<file path="src/rtl/simon_pkg.sv">
// Shared types and constants for the Simon game datapath: colour encoding,
// packed sequence geometry and the button-capture state machine encoding.
package simon_pkg;

    typedef logic [1:0] colour_t;

    localparam colour_t COL_RED    = 2'd0;
    localparam colour_t COL_GREEN  = 2'd1;
    localparam colour_t COL_BLUE   = 2'd2;
    localparam colour_t COL_YELLOW = 2'd3;

    localparam int unsigned SEQ_W     = 32;
    localparam int unsigned MAX_STEPS = 16;

    typedef enum logic [2:0] {
        CAP_IDLE,
        CAP_ARMED,
        CAP_WAIT_PRESS,
        CAP_DEBOUNCE,
        CAP_WAIT_RELEASE,
        CAP_DONE
    } cap_state_t;

    // True when exactly one button bit is set.
    function automatic logic is_onehot(input logic [3:0] b);
        return (b != 4'd0) && ((b & (b - 4'd1)) == 4'd0);
    endfunction

    // Colour code is the index of the set bit; only meaningful for one-hot input.
    function automatic colour_t onehot_colour(input logic [3:0] b);
        colour_t c;
        c = COL_RED;
        if (b[1]) c = COL_GREEN;
        if (b[2]) c = COL_BLUE;
        if (b[3]) c = COL_YELLOW;
        return c;
    endfunction

endpackage

</file>
<file path="src/rtl/player_input_capture_input_sync.sv">
// Two-flop synchroniser for asynchronous button inputs.
module input_sync #(
    parameter int unsigned W = 4
) (
    input  logic         clk,
    input  logic         rst_n,
    input  logic [W-1:0] d,
    output logic [W-1:0] q
);

    logic [W-1:0] meta;

    // Two register stages to settle metastability before the FSM sees the inputs.
    always_ff @(posedge clk) begin
        if (!rst_n) begin
            meta <= '0;
            q    <= '0;
        end else begin
            meta <= d;
            q    <= meta;
        end
    end

endmodule

</file>
<file path="src/rtl/player_input_capture.sv">
// Captures debounced, validated player button presses into a packed
// 2-bit-per-step sequence word for comparison against the stored sequence.
// Optional macro INPUT_SYNC_EN inserts a 2-flop synchroniser on buttons.
module player_input_capture
    import simon_pkg::*;
#(
    parameter int unsigned DEBOUNCE_CYCLES = 4,
    parameter int unsigned TIMEOUT_CYCLES  = 1024
) (
    input  logic             clk,
    input  logic             rst_n,
    input  logic             en,
    input  logic [3:0]       buttons,
    input  logic [3:0]       seq_len,
    output logic             press_valid,
    output colour_t          press_colour,
    output logic [SEQ_W-1:0] seq_out,
    output logic             complete,
    output logic             timeout,
    output logic             err_multi
);

    localparam int unsigned IDLE_W = $clog2(TIMEOUT_CYCLES);
    localparam logic [7:0]        DEB_LAST  = 8'(DEBOUNCE_CYCLES - 1);
    localparam logic [IDLE_W-1:0] IDLE_LAST = IDLE_W'(TIMEOUT_CYCLES - 1);

    cap_state_t        state;
    logic [3:0]        btn;
    logic [3:0]        candidate;
    logic [4:0]        count;
    logic [7:0]        deb_cnt;
    logic [IDLE_W-1:0] idle_cnt;
    logic [4:0]        target;

`ifdef INPUT_SYNC_EN
    input_sync #(.W(4)) u_input_sync (
        .clk   (clk),
        .rst_n (rst_n),
        .d     (buttons),
        .q     (btn)
    );
`else
    assign btn = buttons;
`endif

    assign target = {1'b0, seq_len} + 5'd1;

    // Capture FSM: arm on quiet buttons, debounce each press, record one-hot
    // colours, and finish on expected count or inactivity timeout.
    always_ff @(posedge clk) begin
        if (!rst_n) begin
            state        <= CAP_IDLE;
            candidate    <= '0;
            count        <= '0;
            deb_cnt      <= '0;
            idle_cnt     <= '0;
            press_valid  <= 1'b0;
            press_colour <= COL_RED;
            seq_out      <= '0;
            complete     <= 1'b0;
            timeout      <= 1'b0;
            err_multi    <= 1'b0;
        end else begin
            press_valid <= 1'b0;
            case (state)
                CAP_IDLE: begin
                    if (en) begin
                        state     <= CAP_ARMED;
                        seq_out   <= '0;
                        count     <= '0;
                        timeout   <= 1'b0;
                        err_multi <= 1'b0;
                        deb_cnt   <= '0;
                        idle_cnt  <= '0;
                    end
                end
                CAP_DONE: begin
                    if (!en) begin
                        state    <= CAP_IDLE;
                        complete <= 1'b0;
                    end
                end
                default: begin
                    // Dropping en mid-round aborts; captured data is left in place.
                    if (!en) begin
                        state    <= CAP_IDLE;
                        deb_cnt  <= '0;
                        idle_cnt <= '0;
                    end else begin
                        case (state)
                            CAP_ARMED: begin
                                if (btn == 4'd0) begin
                                    if (deb_cnt == DEB_LAST) begin
                                        state    <= CAP_WAIT_PRESS;
                                        deb_cnt  <= '0;
                                        idle_cnt <= '0;
                                    end else begin
                                        deb_cnt <= deb_cnt + 8'd1;
                                    end
                                end else begin
                                    deb_cnt <= '0;
                                end
                            end
                            CAP_WAIT_PRESS: begin
                                if (btn != 4'd0) begin
                                    candidate <= btn;
                                    deb_cnt   <= '0;
                                    idle_cnt  <= '0;
                                    state     <= CAP_DEBOUNCE;
                                end else if (idle_cnt == IDLE_LAST) begin
                                    timeout  <= 1'b1;
                                    complete <= 1'b1;
                                    idle_cnt <= '0;
                                    state    <= CAP_DONE;
                                end else begin
                                    idle_cnt <= idle_cnt + 1'b1;
                                end
                            end
                            CAP_DEBOUNCE: begin
                                if (btn == 4'd0) begin
                                    deb_cnt <= '0;
                                    state   <= CAP_WAIT_PRESS;
                                end else if (btn != candidate) begin
                                    candidate <= btn;
                                    deb_cnt   <= '0;
                                end else if (deb_cnt == DEB_LAST) begin
                                    if (is_onehot(candidate)) begin
                                        seq_out[{count[3:0], 1'b0} +: 2] <= onehot_colour(candidate);
                                        press_colour <= onehot_colour(candidate);
                                        press_valid  <= 1'b1;
                                        count        <= count + 5'd1;
                                    end else begin
                                        err_multi <= 1'b1;
                                    end
                                    deb_cnt <= '0;
                                    state   <= CAP_WAIT_RELEASE;
                                end else begin
                                    deb_cnt <= deb_cnt + 8'd1;
                                end
                            end
                            CAP_WAIT_RELEASE: begin
                                if (btn == 4'd0) begin
                                    if (deb_cnt == DEB_LAST) begin
                                        deb_cnt <= '0;
                                        if (count == target) begin
                                            complete <= 1'b1;
                                            state    <= CAP_DONE;
                                        end else begin
                                            idle_cnt <= '0;
                                            state    <= CAP_WAIT_PRESS;
                                        end
                                    end else begin
                                        deb_cnt <= deb_cnt + 8'd1;
                                    end
                                end else begin
                                    deb_cnt <= '0;
                                end
                            end
                            default: state <= CAP_IDLE;
                        endcase
                    end
                end
            endcase
        end
    end

endmodule

</file>
<file path="config.mk">
export PLATFORM = sky130hd
export DESIGN_NAME = player_input_capture
export DESIGN_NICKNAME = d
export VERILOG_FILES = /design/src/rtl/simon_pkg.sv /design/src/rtl/player_input_capture_input_sync.sv /design/src/rtl/player_input_capture.sv
export SDC_FILE = /design/constraint.sdc
export NUM_CORES = 1
export LEC_CHECK = 0
export CORE_ASPECT_RATIO = 1.5
export CORE_MARGIN = 4
export CORE_UTILIZATION = 35
export CTS_BUF_LIST = sky130_fd_sc_hd__clkbuf_8
export DETAILED_ROUTE_END_ITERATION = 10
export SLEW_MARGIN = 10
export SYNTH_ARGS = -nofsm -noshare
export SYNTH_HDL_FRONTEND = slang
export SYNTH_SLANG_ARGS = --single-unit
</file>
<file path="constraint.sdc">
create_clock -name clk -period 2.45 [get_ports clk]
set_input_delay 0.49 -clock clk [delete_from_list [all_inputs] [get_ports clk]]
set_output_delay 0.49 -clock clk [all_outputs]
set_load 0.02 [all_outputs]
</file>
### Word-level counts from Yosys, hierarchy flattened

Index checks and enable logic that the tools add are counted.

| word-level totals | value |
|---|---|
| bits in registers | 68 |
| bits of input ports | 11 |
| logic and storage cells | 177 |

| operators by class | value |
|---|---|
| bitwise operators | 10 |
| shift-type cells | 2 |
| multiplexer cells | 88 |
| equality and inequality tests | 34 |
| add/sub/neg operators | 6 |
| reduce and logical (&&, ||, !) cells | 26 |

Operator list:

| kind | number |
|---|---|
| two-way mux 32 bit | 7 |
| two-way mux 10 bit | 9 |
| one-hot mux 32 bit (2 select lines) | 1 |
| two-way mux 8 bit | 7 |
| two-way mux 3 bit | 13 |
| two-way mux 5 bit | 7 |
| bitwise mux 32 bit | 1 |
| variable shift 2 x 7 -> 32 bit (first input constant) | 1 |
| variable part select 2 x 7 -> 32 bit | 1 |
| one-hot mux 10 bit (3 select lines) | 1 |
| one-hot mux 8 bit (3 select lines) | 1 |
| AND reduction 7 bit | 3 |
| two-way mux 2 bit | 10 |
| one-hot mux 10 bit (2 select lines) | 1 |
| two-way mux 1 bit | 18 |
| AND reduction 9 bit | 2 |
| one-hot mux 8 bit (2 select lines) | 1 |
| inequality test 5 bit (second input constant) | 3 |
| nonzero test 2 bit | 7 |
| two-way mux 4 bit | 3 |
| inequality test 4 x 3 -> 1 bit (second input constant) | 3 |
| inequality test 4 bit (second input constant) | 3 |
| one-hot mux 3 bit (4 select lines) | 1 |
| adder 10 x 1 -> 10 bit (second input constant) | 1 |
| other kinds (35) | 61 |

### Longest topological paths before layout

Gate-level depths: netlist (run 1).

| depth | value |
|---|---|
| depth after elaboration | 21 |
| mapped depth | 9 |

### Worst setup path after synthesis (run 1)

Ideal clock, no wire load.

| timing | value |
|---|---|
| path kind | register to register |
| from | register count[0] |
| to | register seq_out[20] |
| setup slack | 103 ps |
| stages on the path, launching flop included | 9 |
| library setup time | 135 ps |
| clock period less this slack | 2,347 ps |
| data arrival time | 2,212 ps |
| cells stage by stage | dfxtp_1 -> clkbuf_1 -> inv_1 -> ha_1 -> or3b_2 -> a21boi_0 -> a21oi_1 -> o311ai_0 -> o21ai_0 |

| on the way | value |
|---|---|
| cells in the longest elaborated chain, start to end | 10 |
| elaborated cells on any way between the ends | 11 |

Ends and longest elaborated chain:

| item | line | RTL |
|---|---|---|
| from (decl) | player_input_capture.sv:30 | `logic [4:0] count;` |
| from (signal assigned) | player_input_capture.sv:131 | `count <= count + 5'd1;` |
| negator 5 -> 7 bit (*) | player_input_capture.sv:128 | `seq_out[{count[3:0], 1'b0} +: 2] <= onehot_colour(candidate);` |
| variable part select 2 x 7 -> 32 bit or variable shift 2 x 7 -> 32 bit (tied branches) | player_input_capture.sv:128 |  |
| bitwise mux 32 bit (*) | player_input_capture.sv:128 |  |
| two-way mux 32 bit (*) | player_input_capture.sv:127 | `if (is_onehot(candidate)) begin` |
| two-way mux 32 bit (*) | player_input_capture.sv:126 | `end else if (deb_cnt == DEB_LAST) begin` |
| two-way mux 32 bit (*) | player_input_capture.sv:123 | `end else if (btn != candidate) begin` |
| two-way mux 32 bit (*) | player_input_capture.sv:120 | `if (btn == 4'd0) begin` |
| two-way mux 32 bit (*) | player_input_capture.sv:90 | `case (state)` |
| two-way mux 32 bit (*) | player_input_capture.sv:85 | `if (!en) begin` |
| one-hot mux 32 bit (2 select lines) (*) | player_input_capture.sv:65 | `case (state)` |
| to (signal, indexed assignment) | player_input_capture.sv:128 |  |
| to (decl) | player_input_capture.sv:17 | `output logic [SEQ_W-1:0] seq_out,` |

Every way passes the cells marked *; elsewhere a longest branch is shown, timed or not. The select of a mux whose other input is x is not followed.
A chain may end at the register's enable or synchronous reset.

### Worst setup path in the final report (run 1)

| timing | value |
|---|---|
| from | input seq_len[0] |
| to | register idle_cnt[2] |

| on the way | value |
|---|---|
| cells in the longest elaborated chain, start to end | 4 |

Ends and longest elaborated chain:

| item | line | RTL |
|---|---|---|
| from (decl) | player_input_capture.sv:14 | `input logic [3:0] seq_len,` |
| adder 4 x 1 -> 5 bit | player_input_capture.sv:46 | `assign target = {1'b0, seq_len} + 5'd1;` |
| == test 5 bit | player_input_capture.sv:145 | `if (count == target) begin` |
| inequality test 4 x 3 -> 1 bit (no line) | - |  |
| AND reduction 8 bit (no line) | - |  |
| to (signal assigned) | player_input_capture.sv:116 | `idle_cnt <= idle_cnt + 1'b1;` |
| to (decl) | player_input_capture.sv:32 | `logic [IDLE_W-1:0] idle_cnt;` |

No other way between the ends.

==> results of run 1 <==
==> registers in the layout (all words and copies together) (netlist names) <==
signal        flops
press_colour      2
err_multi         1
press_valid       1
timeout           1
count             5
complete          1
candidate         4
state             3
seq_out          32
idle_cnt         10
deb_cnt           8
==> critical path, stage by stage <==
cell and delay, ns:
clkdlybuf4s50_1 0.44, ha_1 0.27, o21ba_2 0.23, a221oi_2 0.29, o2111ai_2 0.16, buf_4 0.19
a31oi_4 0.29, o221a_1 0.24
==> through the flow <==
stage,utilization [%],cells,TNS [ns]
6_report,47.7,716,0
3_3_place_gp,44.7,698,-4.94
2_1_floorplan,-,485,0
4_1_cts,47.4,714,0
3_5_place_dp,44.7,698,-7.64
5_1_grt,47.7,716,0
==> metal layers <==
| layer | global-route usage [%] | part of all wire [%] |
|---|---|---|
| met5 | 0 | 0 |
| met1 | 20.4 | 41 |
| met3 | 3.13 | 3.7 |
| met2 | 31.8 | 53 |
| met4 | 6.67 | 2.4 |
==> layout by cell type, fill, tap and decap left out, types with 14 or more instances in the layout <==
| cell | Yosys | final |
|---|---|---|
| a21oi_1 | 23 | 23 |
| buf_4 | 3 | 55 |
| clkdlybuf4s50_1 | 0 | 48 |
| dfxtp_1 | 68 | 68 |
| nand2_1 | 43 | 43 |
| nand3_1 | 16 | 16 |
| nand4_1 | 14 | 14 |
| nor2_1 | 26 | 26 |
| nor3_1 | 30 | 30 |
| o21ai_0 | 27 | 27 |
| o22ai_1 | 15 | 15 |
| o311ai_0 | 14 | 14 |
==> how the worst max path moves through the flow <==
stage               slack (ns)        start          end  cells past startpoint
finish                    0.16   seq_len[0]  idle_cnt[2]                      8
global route             0.009   buttons[2]   seq_out[6]                      8
CTS                       0.09  idle_cnt[1]     state[2]                      7
detailed placement       -0.29   seq_len[1]  idle_cnt[2]                      8
global placement         -0.20   seq_len[0]  idle_cnt[7]                      8
floorplan                 0.10     count[0]  seq_out[20]                      8
==> cell families (layout without fill, tap and decap cells) <==
family                   count (synthesis)  count (layout)  share of synthesized area [%]
XOR/XNOR                                19              19                           4.11
AND/OR/NAND/NOR                        186             186                           25.7
AO/OA/AOI/OAI                          156             156                           28.4
multiplexers                             3               3                          0.741
flip-flops                              68              68                           33.6
adder cells (fa/ha/maj)                  8               8                           2.41
buffers and inverters                   45             129                           5.09
==> area by class of cell <==
class / instances / share of cell area [%]
multi-input cells: 372 / 47.1
flip-flops and latches: 68 / 25.5
repair buffers: 106 / 17.9
inverters: 7 / 0.493
clock inverters: 6 / 2.98
well taps: 147 / 3.45
clock buffers: 10 / 2.58
==> where the power goes <==
group,switching [µW],internal (µW),total (µW),leakage [µW]
Sequential,23.6,1130,1150,0.000548
Clock,462,912,1370,0.000147
Combinational,791,495,1290,0.00110
==> what timing repair did <==
action	4_1_cts	5_1_grt
resized for setup	0	5
setup endpoints to repair	0	22
buffers inserted	0	2
==> flow_metrics.tcl, run 1 <==
set metrics [dict create \
    status "completed" \
    grt_max_degree 34 \
    ys_seq_area_share_pct 33.6 \
    synth_top_area_share_pct 33.6 \
    syn_area_um2 4050 \
    worst_pin_slew_ns 0.573 \
    drt_first_pass_iters 4 \
    hold_end "seq_out[10]" \
    regArea_um2 1360 \
    multi_input_area_um2 2510 \
    die_w_um 95.9 \
    post_dp_cell_area_um2 4990 \
    min-delay-start "seq_out[10]" \
    wire_per_inst_um 16.1 \
    syn_area_per_cell_um2 8.36 \
    postRouteAntennaNets 0 \
    holdPathStages 2 \
    drv_cap 0 \
    synth_top_cell_by_area "dfxtp_1" \
    cts_tree "done" \
    crit_required_ns 2.75 \
    arrival_ns 2.60 \
    synthFlopType "dfxtp_1" \
    rr_endpoint "seq_out[2]" \
    coreArea_um2 11200 \
    numCtsBuffers 9 \
    layout.nets 582 \
    first_iter_violations 127 \
    peakVddDrop_uv 316 \
    async_flop_share_pct 0 \
    ys_warn_count 0 \
    startpoint_type "primary input" \
    power.density_nw_per_um2 715 \
    drc 0 \
    via_per_inst 5.66 \
    yosysMostFrequentCell "dfxtp_1" \
    syn_inst 485 \
    rrSetupSlack_ns 0.18 \
    rr_worst_depth 7 \
    final-setup-viol-count 0 \
    cts_sinks 68 \
    grt-ovfl-total 0 \
    syn2layout_area_growth_pct 31.5 \
    synth_edf_count 0 \
    io_buffers 48 \
    worstSetupPathType "primary input to flip-flop" \
    worst_hold_slack_ns 0.455 \
    min_period_ns 2.29 \
    timing.final.crit_share_pct 93.7 \
    clk_pin_slew_ns 0.07 \
    antenna_cells 0 \
    rsz0062_at_grt "no" \
    grt_pass1_vias 3981 \
    slew_headroom_pct 61.7 \
    hold_path.class "flip-flop to flip-flop" \
    pre_cts_ws_ns -0.287 \
    rows 47 \
    clk_latency_ns 0.36 \
    end_kind "flip-flop" \
    crit_path_max_fanout 10 \
    yosysUniqueCellTypes 78 \
    htree_levels 3 \
    reg2reg_from "deb_cnt[0]" \
    post_route_cells_drive_above_1_share_pct 18.3 \
    wl_um 11500 \
    synth_common_cells "dfxtp_1, nand2_1, nor3_1, o21ai_0, nor2_1" \
    ios 49 \
    hpwlAfterDp_um 8630 \
    cts_root_buffer "clkbuf_8" \
    fmax_mhz 436 \
    p_leak_uw 0.00179 \
    fin_area_um2 5330 \
    holdBufCountCts 0 \
    hold_viol_final 0 \
    synth-seq-cells 68 \
    syn_nets 503 \
    die_h_um 140 \
    synthTopCellsByArea "dfxtp_1, nand2_1, nor3_1, o21ai_0, o311ai_0" \
    num_vias 4049 \
    fill_cells 1087 \
    fin_skew_ns 0.0127 \
    place.gp.congestion 0.847 \
    clockBufferDepth 2 \
    slew_violations 0 \
    final.setup.worst_slack_ns 0.155 \
    antenna_found_initial 0 \
    grtUsageTotal_pct 17.7 \
    grt_pass1_wl_um 19100 \
    p_total_uw 3810 \
    start_util_pct 36.3 \
    dieArea_um2 13400 \
]
(Power assumes the default switching activity.)
==> run 2: changes to the inputs <==
==> constraint.sdc (replaced) <==
create_clock -name clk -period 2.1 [get_ports clk]
set_input_delay 0.42 -clock clk [delete_from_list [all_inputs] [get_ports clk]]
set_output_delay 0.42 -clock clk [all_outputs]
set_load 0.02 [all_outputs]
==> run 2 against run 1 <==
Against the previous run: first-iteration DRC count grew 46%; non-clock buffer count grew 29; total power grew 8.4%; core utilization grew 2.6 points; critical endpoint unchanged; largest cell class unchanged; highest routed layer unchanged.
==> flow_metrics.tcl, run 2 (synthesis results as in run 1) <==
set metrics [dict create \
    peakVddDrop_uv 399 \
    io_buffers 48 \
    p_leak_uw 0.00195 \
    clockBufferDepth 2 \
    antenna_cells 0 \
    crit_path_max_fanout 5 \
    power.density_nw_per_um2 735 \
    cts_root_buffer "clkbuf_8" \
    grt_pass1_wl_um 20500 \
    final_cell_mix "buf_4, dfxtp_1, nand2_1" \
    status "completed" \
    numCtsBuffers 9 \
    fmax_mhz 496 \
    timing.final.crit_share_pct 96.0 \
    startpoint_type "flip-flop" \
    dieArea_um2 13400 \
    first_iter_violations 185 \
    min_period_ns 2.02 \
    arrival_ns 2.32 \
    slew_headroom_pct 69.6 \
    coreArea_um2 11200 \
    syn2layout_area_growth_pct 38.7 \
    grt-ovfl-total 0 \
    top_register "seq_out" \
    die_h_um 140 \
    place.gp.congestion 0.838 \
    worstSetupPathType "flip-flop to flip-flop" \
    crit_required_ns 2.40 \
    worst_pin_slew_ns 0.450 \
    wire_per_inst_um 16.2 \
    layout_commonest_cell "buf_4" \
    hold_viol_final 0 \
    hpwlAfterDp_um 8920 \
    post-route-util_pct 50.3 \
    clk_latency_ns 0.36 \
    wl_um 12100 \
    layout.nets 613 \
    largest_register_ff_count 32 \
    drc 0 \
    cts_tree "done" \
    hold_path.class "flip-flop to flip-flop" \
    drt_first_pass_iters 4 \
    reg_top3 "seq_out: 32 flops, idle_cnt: 10 flops, deb_cnt: 8 flops" \
    grt_max_degree 30 \
    post_route_cells_drive_above_1_share_pct 26.2 \
    cts_sinks 68 \
    via_per_inst 5.65 \
    antenna_found_initial 0 \
    pre_cts_ws_ns -0.643 \
    final-setup-viol-count 0 \
    grtUsageTotal_pct 18.9 \
    ios 49 \
    postRouteAntennaNets 0 \
    final.setup.worst_slack_ns 0.0849 \
    htree_levels 3 \
    fin_skew_ns 0.0122 \
    die_w_um 95.9 \
    num_vias 4217 \
    grt_pass1_vias 4230 \
    rows 47 \
    end_kind "flip-flop" \
    worst_hold_slack_ns 0.466 \
    start_util_pct 36.3 \
    clk_pin_slew_ns 0.08 \
    drv_cap 0 \
    slew_violations 0 \
    rrSetupSlack_ns 0.08 \
]
-- run 2: cell count changes in the layout (fill, tap and decap cells not counted), moves of 3 or more --
cell | previous run | this run
buf_4 | 55 | 81
o311ai_0 | 14 | 9
ha_1 | 7 | 4
clkdlybuf4s50_1 | 48 | 40
dfxtp_1 | 68 | 64
dlygate4sd2_1 | 0 | 6
dfxtp_2 | 0 | 4
o311ai_1 | 0 | 5
bufinv_16 | 5 | 1
-- run 2: final timing paths --
path / from / cells after the start / end
setup / recovery: deb_cnt[0] / 7 / idle_cnt[2]
hold / removal: seq_out[11] / 2 / seq_out[11]
setup reg to reg: deb_cnt[0] / 7 / idle_cnt[2]
hold reg to reg: seq_out[11] / 2 / seq_out[11]
-- run 2: metrics by stage --
stage	instance area, µm²	power (µW)	std cells	setup TNS (ns)
6_report	5620	4130	747	0
5_1_grt	5620	4380	747	-0.0330
4_1_cts	5510	4130	744	0
3_5_place_dp	5210	2960	724	-27.12
3_3_place_gp	5210	2920	724	-25.06
2_1_floorplan	4060	2360	485	0
-- run 2: metal layers --
metal | global-route usage [%] | wire, µm | vias to the layer above
met5 | 0 | 0 | -
met4 | 9.60 | 362 | 0
met3 | 2.75 | 421 | 27
met2 | 33.1 | 6480 | 96
met1 | 21.8 | 4850 | 2009
li1 | - | - | 2085
-- run 2: power breakdown --
group          internal (µW)  total (µW)  switching (µW)
clock network            554        1110             556
logic                    686        1680             997
registers               1320        1340            21.4
-- run 2: repair_timing --
action	in CTS	in global routing
gates resized for setup	23	27
cloned	2	0
hold buffers	0	0
setup endpoints to repair	39	51
setup buffers	2	4
pin swaps	8	10
-- run 2: area by class of cell --
cell class | count | area [µm²]
multi-input cells | 374 | 2660
repair buffers | 135 | 1190
well taps | 147 | 184
fillers | 1075 | 5550
flip-flops and latches | 68 | 1370
inverters | 7 | 26.3
clock buffers | 9 | 124
clock inverters | 7 | 73.8
-- run 2: worst max-delay path: stages (launching register included) --
cell	delay (ns)
dfxtp_1	0.32
ha_2	0.21
nor4b_4	0.14
buf_4	0.14
and4b_1	0.20
a2111o_1	0.46
a31oi_4	0.25
o221a_1	0.23
==> run 3: changes to the inputs <==
--- a/config.mk
+++ b/config.mk
@@ -7,7 +7,7 @@
 export LEC_CHECK = 0
 export CORE_ASPECT_RATIO = 1.5
 export CORE_MARGIN = 4
-export CORE_UTILIZATION = 35
+export CORE_UTILIZATION = 40
 export CTS_BUF_LIST = sky130_fd_sc_hd__clkbuf_8
 export DETAILED_ROUTE_END_ITERATION = 10
 export SLEW_MARGIN = 10
==> run 3 against run 2 <==
Against the previous run: combinational power about the same; final cell count decreased by 4.7%; design area decreased by 1.0%; worst hold slack got worse by 0.0026 ns; clock skew decreased by 0.00089 ns; largest power group unchanged; critical path depth decreased by 1; sequential power about the same; clock-buffer cell count increased by 2.
==> flow_metrics.tcl, run 3 (synthesis results as in run 1) <==
set metrics [dict create \
    startpoint_type "flip-flop" \
    peakVddDrop_uv 448 \
    drc 0 \
    grt_max_degree 34 \
    rrSetupSlack_ns 0.09 \
    crit_required_ns 2.38 \
    num_vias 4138 \
    layout.nets 610 \
    grt_pass1_vias 4135 \
    layout_commonest_cell "buf_4" \
    cts_tree "done" \
    antenna_cells 0 \
    post_dp_cell_area_um2 5180 \
    p_leak_uw 0.00194 \
    via_per_inst 5.81 \
    grt_pass1_wl_um 19800 \
    final-setup-viol-count 0 \
    postRouteAntennaNets 0 \
    wl_um 11800 \
    ios 49 \
    antenna_found_initial 0 \
    fill_cells 899 \
    timing.final.crit_share_pct 95.9 \
    reg_top3 "seq_out: 32 flops, idle_cnt: 10 flops, deb_cnt: 8 flops" \
    final.setup.worst_slack_ns 0.0851 \
    post_route_cells_drive_above_1_share_pct 25.5 \
    die_h_um 131 \
    min_period_ns 2.01 \
    cts_root_buffer "clkbuf_8" \
    coreArea_um2 9800 \
    largest_register_ff_count 32 \
    hpwlAfterDp_um 8820 \
    arrival_ns 2.30 \
    holdBufCountCts 0 \
    clk_pin_slew_ns 0.08 \
    htree_levels 3 \
    grt-ovfl-total 0 \
    start_util_pct 41.4 \
    end_kind "flip-flop" \
    slew_headroom_pct 63.9 \
    multi_input_area_um2 2640 \
    hold_viol_final 0 \
    rows 44 \
    hold_path.class "flip-flop to flip-flop" \
    regArea_um2 1370 \
    die_w_um 90.2 \
    final_cell_mix "buf_4, dfxtp_1, nand2_1" \
    crit_path_max_fanout 9 \
    clk_latency_ns 0.36 \
    drt_first_pass_iters 4 \
    fin_skew_ns 0.0113 \
    dieArea_um2 11800 \
    worst_pin_slew_ns 0.535 \
    slew_violations 0 \
    worstSetupPathType "flip-flop to flip-flop" \
    io_buffers 48 \
    syn2layout_area_growth_pct 37.3 \
    worst_hold_slack_ns 0.463 \
    first_iter_violations 164 \
    pre_cts_ws_ns -0.589 \
    p_total_uw 4160 \
    grtUsageTotal_pct 20.2 \
    wire_per_inst_um 16.5 \
    top_register "seq_out" \
    clockBufferDepth 2 \
    cts_sinks 68 \
    status "completed" \
    fin_area_um2 5560 \
    fmax_mhz 496 \
    numCtsBuffers 9 \
    place.gp.congestion 0.861 \
    drv_cap 0 \
    setup_tns_ns 0 \
    power.density_nw_per_um2 748 \
]
[run 3: report_power, final]
part	internal, µW	switching (µW)	leakage, µW
registers	1320	23.7	0.000551
clock network	615	533	0.000106
logic	710	961	0.00129
total	2640	1520	0.00194
[run 3: critical path, stage by stage (launching register included)]
cell	delay (ns)
dfxtp_1	0.35
nor3_1	0.36
and2_4	0.24
a31oi_4	0.09
buf_12	0.15
or4_1	0.56
o22ai_1	0.19
[run 3: layout make-up]
| cell class | count | area share (%) |
|---|---|---|
| clock buffer | 11 | 2.72 |
| clock inverter | 5 | 1.08 |
| inverter | 7 | 0.472 |
| multi-input combinational | 372 | 47.4 |
| sequential | 68 | 24.6 |
| tap | 115 | 2.59 |
| timing repair buffer | 134 | 21.1 |
[run 3: final timing paths]
kind                from          end  cells after the start
max           deb_cnt[2]  seq_out[10]                      6
min          seq_out[22]  seq_out[22]                      2
max reg2reg   deb_cnt[2]  seq_out[10]                      6
min reg2reg  seq_out[22]  seq_out[22]                      2
[run 3: per-layer routing]
| metal | vias up | wire length, µm | track usage [%] |
|---|---|---|---|
| met4 | 0 | 282 | 8.77 |
| met5 | - | 0 | 0 |
| li1 | 2076 | - | - |
| met3 | 26 | 296 | 3.66 |
| met1 | 1955 | 4790 | 21.7 |
| met2 | 81 | 6390 | 37.9 |
[run 3: timing repair]
| item | in CTS | in global routing |
|---|---|---|
| buffers inserted | 2 | 0 |
| hold endpoints to repair | 0 | 0 |
| resized for setup | 23 | 22 |
| setup endpoints to repair | 39 | 29 |
| pin swaps | 4 | 4 |
[run 3: stage by stage]
| stage | cells | utilization [%] |
|---|---|---|
| after floorplan | 485 | - |
| after global placement | 694 | 52.9 |
| after detailed placement | 694 | 52.9 |
| after CTS | 712 | 55.9 |
| after global routing | 712 | 56.8 |
| final | 712 | 56.8 |
